## src/rtl/le_r_offset_round_sat.sv

```systemverilog
// Two-stage r-offset post-processor: round the slope x coordinate product,
// add the per-hit base offset, then saturate to the output width.
module le_r_offset_round_sat #(
  parameter int PROD_WIDTH = 33,
  parameter int SHIFT      = 12,
  parameter int OFF_WIDTH  = 18,
  parameter int DOUT_WIDTH = 18,
  parameter int TAG_WIDTH  = 8
) (
  input  logic                  clk,
  input  logic                  reset,
  input  logic [PROD_WIDTH-1:0] i_prod,
  input  logic [OFF_WIDTH-1:0]  i_offset,
  input  logic [TAG_WIDTH-1:0]  i_tag,
  input  logic                  i_valid,
  output logic                  o_in_ready,
  output logic [DOUT_WIDTH-1:0] o_r_offset,
  output logic [TAG_WIDTH-1:0]  o_tag,
  output logic                  o_sat,
  output logic                  o_valid,
  input  logic                  i_out_ready,
  input  logic                  i_cnt_clr,
  output logic [15:0]           o_sat_cnt
);

  localparam int R1W  = PROD_WIDTH - SHIFT + 1;
  localparam int SUMW = ((R1W > OFF_WIDTH) ? R1W : OFF_WIDTH) + 1;

  localparam logic signed [PROD_WIDTH:0] RND = (PROD_WIDTH+1)'(1) << (SHIFT - 1);
  localparam logic signed [SUMW-1:0] SAT_MAX =
    {{(SUMW-DOUT_WIDTH+1){1'b0}}, {(DOUT_WIDTH-1){1'b1}}};
  localparam logic signed [SUMW-1:0] SAT_MIN =
    {{(SUMW-DOUT_WIDTH+1){1'b1}}, {(DOUT_WIDTH-1){1'b0}}};

  logic                         en;
  logic signed [PROD_WIDTH:0]   prod_rnd;
  logic signed [R1W-1:0]        r1_d, r1_q;
  logic signed [OFF_WIDTH-1:0]  off1_q;
  logic [TAG_WIDTH-1:0]         tag1_q, tag2_q;
  logic                         v1_q, v2_q;
  logic signed [SUMW-1:0]       sum;
  logic [DOUT_WIDTH-1:0]        dout_d, dout_q;
  logic                         sat_d, sat_q;
  logic [15:0]                  cnt_d, cnt_q;

  assign en = !v2_q | i_out_ready;
  // During reset the output stage reads as empty, so the block looks ready.
  assign o_in_ready = en | reset;

  // One extra bit of headroom keeps the rounding add from overflowing.
  assign prod_rnd = $signed({i_prod[PROD_WIDTH-1], i_prod}) + RND;
  assign r1_d     = R1W'(prod_rnd >>> SHIFT);

  assign sum = SUMW'(r1_q) + SUMW'(off1_q);

  always_comb begin
    dout_d = sum[DOUT_WIDTH-1:0];
    sat_d  = 1'b0;
    if (sum > SAT_MAX) begin
      dout_d = SAT_MAX[DOUT_WIDTH-1:0];
      sat_d  = 1'b1;
    end else if (sum < SAT_MIN) begin
      dout_d = SAT_MIN[DOUT_WIDTH-1:0];
      sat_d  = 1'b1;
    end
  end

  always_ff @(posedge clk) begin
    if (reset) begin
      v1_q   <= 1'b0;
      r1_q   <= '0;
      off1_q <= '0;
      tag1_q <= '0;
      v2_q   <= 1'b0;
      dout_q <= '0;
      tag2_q <= '0;
      sat_q  <= 1'b0;
    end else if (en) begin
      v1_q   <= i_valid;
      r1_q   <= r1_d;
      off1_q <= $signed(i_offset);
      tag1_q <= i_tag;
      v2_q   <= v1_q;
      dout_q <= dout_d;
      tag2_q <= tag1_q;
      sat_q  <= sat_d;
    end
  end

  always_comb begin
    cnt_d = cnt_q;
    if (i_cnt_clr)
      cnt_d = '0;
    else if (v2_q && i_out_ready && sat_q && (cnt_q != 16'hFFFF))
      cnt_d = cnt_q + 16'd1;
  end

  always_ff @(posedge clk) begin
    if (reset) cnt_q <= '0;
    else       cnt_q <= cnt_d;
  end

  assign o_valid    = v2_q;
  assign o_r_offset = dout_q;
  assign o_tag      = tag2_q;
  assign o_sat      = sat_q;
  assign o_sat_cnt  = cnt_q;

endmodule

```

## config.mk

```make
export PLATFORM = sky130hd
export DESIGN_NAME = le_r_offset_round_sat
export DESIGN_NICKNAME = d
export VERILOG_FILES = /design/src/rtl/le_r_offset_round_sat.sv
export SDC_FILE = /design/constraint.sdc
export NUM_CORES = 1
export LEC_CHECK = 0
export CORE_ASPECT_RATIO = 0.7
export CORE_MARGIN = 4
export CORE_UTILIZATION = 35
export DETAILED_ROUTE_END_ITERATION = 6
export REMOVE_ABC_BUFFERS = 1
export SYNTH_ARGS = -nofsm -noshare
export SYNTH_HDL_FRONTEND = slang
export SYNTH_SLANG_ARGS = --single-unit
```

## constraint.sdc

```tcl
create_clock -name clk -period 5.23 [get_ports clk]
set_input_delay 1.569 -clock clk [delete_from_list [all_inputs] [get_ports clk]]
set_output_delay 1.569 -clock clk [all_outputs]
set_load 0.1 [all_outputs]
```

# [Yosys cells after proc, flatten, opt, wreduce, memory -nomap -nowiden]
# Index checks and enable logic that the tools add are counted.
# W data, S select, Z words.
[totals] word_cells=26 out_inout_bits=45 regBits=93 inputBits=64
[classes] mux=4 n_reduce_logical=5 n_eq_ne=1 n_bitwise=2 magnitude_cmp=2 addsub=3
[op_table] cell="$mux W18" n=2
[op_table] cell="$add A33 B13 Y34 const B" n=1
[op_table] cell="$add A22 B18 Y23" n=1
[op_table] cell="$gt A23 B18 Y1 const B" n=1
[op_table] cell="$lt A23 B18 Y1 const B" n=1
[op_table] cell="$add A16 B1 Y16 const B" n=1
[op_table] cell="$ne A16 B16 Y1 const B" n=1
[op_table] cell="$logic_and A1 B1 Y1" n=3
[op_table] cell="$mux W1" n=2
[op_table] cell="$or A1 B1 Y1" n=2
[op_table] cell="$reduce_or A2 Y1" n=1
[op_table] cell="$logic_not A1 Y1" n=1

# [Logic depth before layout (Yosys ltp)]
[depth] ltp_word=4 ltp_mapped=13 mapped_depth_nobuf=12

# [Worst setup path after synthesis]
# Ideal clock, no wire load.
[synth_path] path_kind="input port to output port" from="in reset" to="out o_in_ready" required_time_ns=3.661 n_path_buf=2 path_slack_ns=0.836 t_arrival_ns=2.825 stages=3 path_cell_list="clkbuf_1 clkbuf_1 nand2b_1"
[synth_via] elab_chain_cells=1
[synth_lines] item="start: declaration" line_no="11" source="input logic reset,"
[synth_lines] item="$or A1 B1 Y1" line_no="48" source="assign o_in_ready = en | reset;"
[synth_lines] item="end: declaration" line_no="16" source="output logic o_in_ready,"
# Every way passes these cells.

# [Final worst setup path]
[layout_path] from="in i_out_ready" to="out o_in_ready"
[layout_via] elab_chain_cells=2
[layout_lines] item="start: declaration" line_no="21" source="input logic i_out_ready,"
[layout_lines] item="$or A1 B1 Y1" line_no="46" source="assign en = !v2_q | i_out_ready;"
[layout_lines] item="$or A1 B1 Y1" line_no="48"
# Every way passes these cells.

==> impl_metrics.ini <==
[routing]
via_per_inst = 4.97
drt_wl_total_um = 12500
dr_total_vias = 4382
route.detailed.wl_per_inst_um = 14.2
first_iter_violations = 191
drcViolationCount = 0
drt_pre_antenna_iters = 4
antenna_violating_nets_post_route = 0

[yosys]
syn_inst = 612
synth_edf_count = 0
synthesis.area_um2 = 4930
postSynthRegisterBits = 93
synth_top_cell_by_area = sky130_fd_sc_hd__dfxtp_1
async_reset_ff_share_pct = 0
synth.area.top_cells = sky130_fd_sc_hd__dfxtp_1 (38%), sky130_fd_sc_hd__nand2_1 (8.5%), sky130_fd_sc_hd__a21oi_1 (6.5%)
synth.distinct_cells = 50
synth_top_area_share_pct = 37.8
yosysSeqAreaShare_pct = 37.8
synthesis.yosys.warnings = 0
synth_area_per_cell_um2 = 8.06
ys_dominant_reg_cell = sky130_fd_sc_hd__dfxtp_1

[worst_setup_path]
slowest_stage = sky130_fd_sc_hd__clkdlybuf4s50_1
critPathRequiredTime_ns = 3.66
timing.critical_path.from_type = primary input
slowest_delay_ns = 0.49
critPathKind = primary input to output pin
critical_path_peak_fanout = 3
critPathCaptureType = output pin
critical_path_arrival_ns = 2.55
crit_chain = clkdlybuf4s50_1, nor2b_4, nand2b_1, buf_12

[sta]
rsz0062_at_grt = no
fin_crit_sh_pct = 78.8
finalHoldViolCount = 0
post-route-min-period_ns = 4.12
max_slew.worst_pin.slew_ns = 0.999
whs_ns = 0.453
fin_clk_skew_ns = 0.00556
maxSlewHeadroom_pct = 33.2
max_freq_mhz = 243
final.setup.tns_ns = 0
finalMaxSlewViolations = 0
setup_violations = 0

[global_routing]
global_route.usage.total_pct = 15.8
maximum_number_of_pins_on_one_net_before_global_route_repair = 96
wire_length_of_the_first_global_routing_pass_um = 20700
grt.overflow.total = 0
antenna_violations_before_repair = 0
via_count_of_the_first_global_routing_pass = 4120

[placed_design]
dpl.hpwl_um = 9480
port_buffers = 97
gp_congestion = 0.866
total_placed_instance_area_um2 = 6050

[layout]
antenna_cells = 0
layout.cells.most_common_list = sky130_fd_sc_hd__nand2_1 (111), sky130_fd_sc_hd__clkdlybuf4s50_1 (95), sky130_fd_sc_hd__dfxtp_1 (93)
layout.nets = 781
final_common_cell = sky130_fd_sc_hd__nand2_1
share_of_post_route_cells_with_drive_strength_above_1_pct = 7.75
finalCoreUtilization_pct = 47.2
layout.filler_cells = 1351
final_design_area_no_fill_um2 = 6360
flow.area_growth_from_synthesis_pct = 29.1

[cts]
post-cts-setup-buffer-count = 0
worst_setup_hold_path_clk_slew_ns = 0.06
post_cts_resize_count = 0
cts_max_level = 3
clk_latency_ns = 0.34
root_cell_of_the_clock_tree = sky130_fd_sc_hd__clkbuf_16
max_buffers_root_to_sink = 2
cts_hold_repair.buffers = 0
cts.sinks = 93
cts_tree = built
cts_inserted_buffers = 9

[power]
p_per_area_nw_per_um2 = 319
irDropWorstVdd_uv = 188
total_power_mw = 2.03
leakage_nw = 2.46

[die]
area_of_the_core_region_um2 = 13500
row_count = 35
chipHeight_um = 107
die_width_um = 150
start_util_pct = 36.5
design.portCount = 109
die_outline_area_um2 = 16100

[status]
run_status = completed

[job]
cap_violations = 0

[worst_hold_path]
hp-class = register to register
## worst paths after layout
check         startpoint            end  slack (ns)  cells past startpoint
max          i_out_ready     o_in_ready        1.11                      4
min            tag1_q[0]      tag1_q[0]        0.45                      2
max reg2reg      r1_q[0]  o_r_offset[8]        1.62                     13
min reg2reg    tag1_q[0]      tag1_q[0]        0.45                      2
## worst max-delay path: cells and delay by family
kind / cells / cell delay [ns]
buffers and inverters: 2 / 0.67
AND/OR/NAND/NOR: 2 / 0.30
## cell type report
type                            instances  area (um^2)  share of cell area [%]
Clock buffer                           11          253                    3.97
Clock inverter                          5         57.6                   0.904
Inverter                                9         33.8                   0.531
Multi-Input combinational cell        477         2910                    45.8
Sequential cell                        93         1860                    29.3
Tap cell                              185          231                    3.64
Timing Repair Buffer                  102         1010                    15.9
## synthesized netlist by cell type, types with 2 or more instances
cell	count
sky130_fd_sc_hd__a211o_1	2
sky130_fd_sc_hd__a211oi_1	28
sky130_fd_sc_hd__a211oi_2	8
sky130_fd_sc_hd__a21o_1	2
sky130_fd_sc_hd__a21oi_1	64
sky130_fd_sc_hd__a21oi_4	2
sky130_fd_sc_hd__a221oi_1	2
sky130_fd_sc_hd__a311oi_1	5
sky130_fd_sc_hd__a31o_2	2
sky130_fd_sc_hd__a31oi_1	3
sky130_fd_sc_hd__and3_1	7
sky130_fd_sc_hd__and4_1	2
sky130_fd_sc_hd__buf_1	4
sky130_fd_sc_hd__buf_2	4
sky130_fd_sc_hd__clkbuf_1	24
sky130_fd_sc_hd__dfxtp_1	93
sky130_fd_sc_hd__ha_1	24
sky130_fd_sc_hd__inv_1	9
sky130_fd_sc_hd__mux2i_1	2
sky130_fd_sc_hd__nand2_1	111
sky130_fd_sc_hd__nand2_2	10
sky130_fd_sc_hd__nand2b_1	7
sky130_fd_sc_hd__nand3_1	23
sky130_fd_sc_hd__nand3b_1	2
sky130_fd_sc_hd__nand4_1	8
sky130_fd_sc_hd__nor2_1	65
sky130_fd_sc_hd__nor2b_1	3
sky130_fd_sc_hd__nor3_1	9
sky130_fd_sc_hd__o211ai_1	4
sky130_fd_sc_hd__o21a_1	3
sky130_fd_sc_hd__o21ai_0	12
sky130_fd_sc_hd__o21ai_1	4
sky130_fd_sc_hd__or2_2	2
sky130_fd_sc_hd__or3_1	7
sky130_fd_sc_hd__xnor2_1	15
sky130_fd_sc_hd__xor2_1	26
## state kept, by name, indices dropped and copies added (netlist names)
name and cells:
v1_q 1, r1_q 22, tag1_q 8, o_sat_cnt 16
o_tag 8, o_r_offset 18, o_sat 1, o_valid 1
off1_q 18
## per-layer routing
metal / share of wire, % / up-vias / track usage (%)
met5: 0 / - / 0
met4: 0.87 / 0 / 3.52
met3: 6.1 / 9 / 4.63
met2: 40 / 101 / 22.3
met1: 53 / 1971 / 23.5
li1: - / 2301 / -
## metrics by stage
| step | setup slack (ns) | instances |
|---|---|---|
| 6_report | 1.11 | 882 |
| 5_1_grt | 1.05 | 882 |
| 4_1_cts | 1.10 | 882 |
| 3_5_place_dp | 1.01 | 866 |
| 3_3_place_gp | 1.06 | 866 |
| 2_1_floorplan | -0.410 | 579 |
## where the power goes
group	internal, mW	switching [mW]
Combinational	0.181	0.384
Sequential	0.761	0.0313
Clock	0.397	0.276
Total	1.34	0.691
## logic make-up (layout without fill, tap and decap cells)
kind of cell               after synthesis  in the layout  share of synthesized area, %
and+or+nand+nor                        260            260                          23.5
AOI/OAI and AO/OA                      149            149                          21.1
DFF                                     93             93                          37.8
buffers and inverters                   42            127                          3.45
xor gates and xnor gates                41             41                          7.28
adders and majority gates               25             25                          6.50
muxes                                    2              2                         0.406
(Power assumes the default switching activity.)
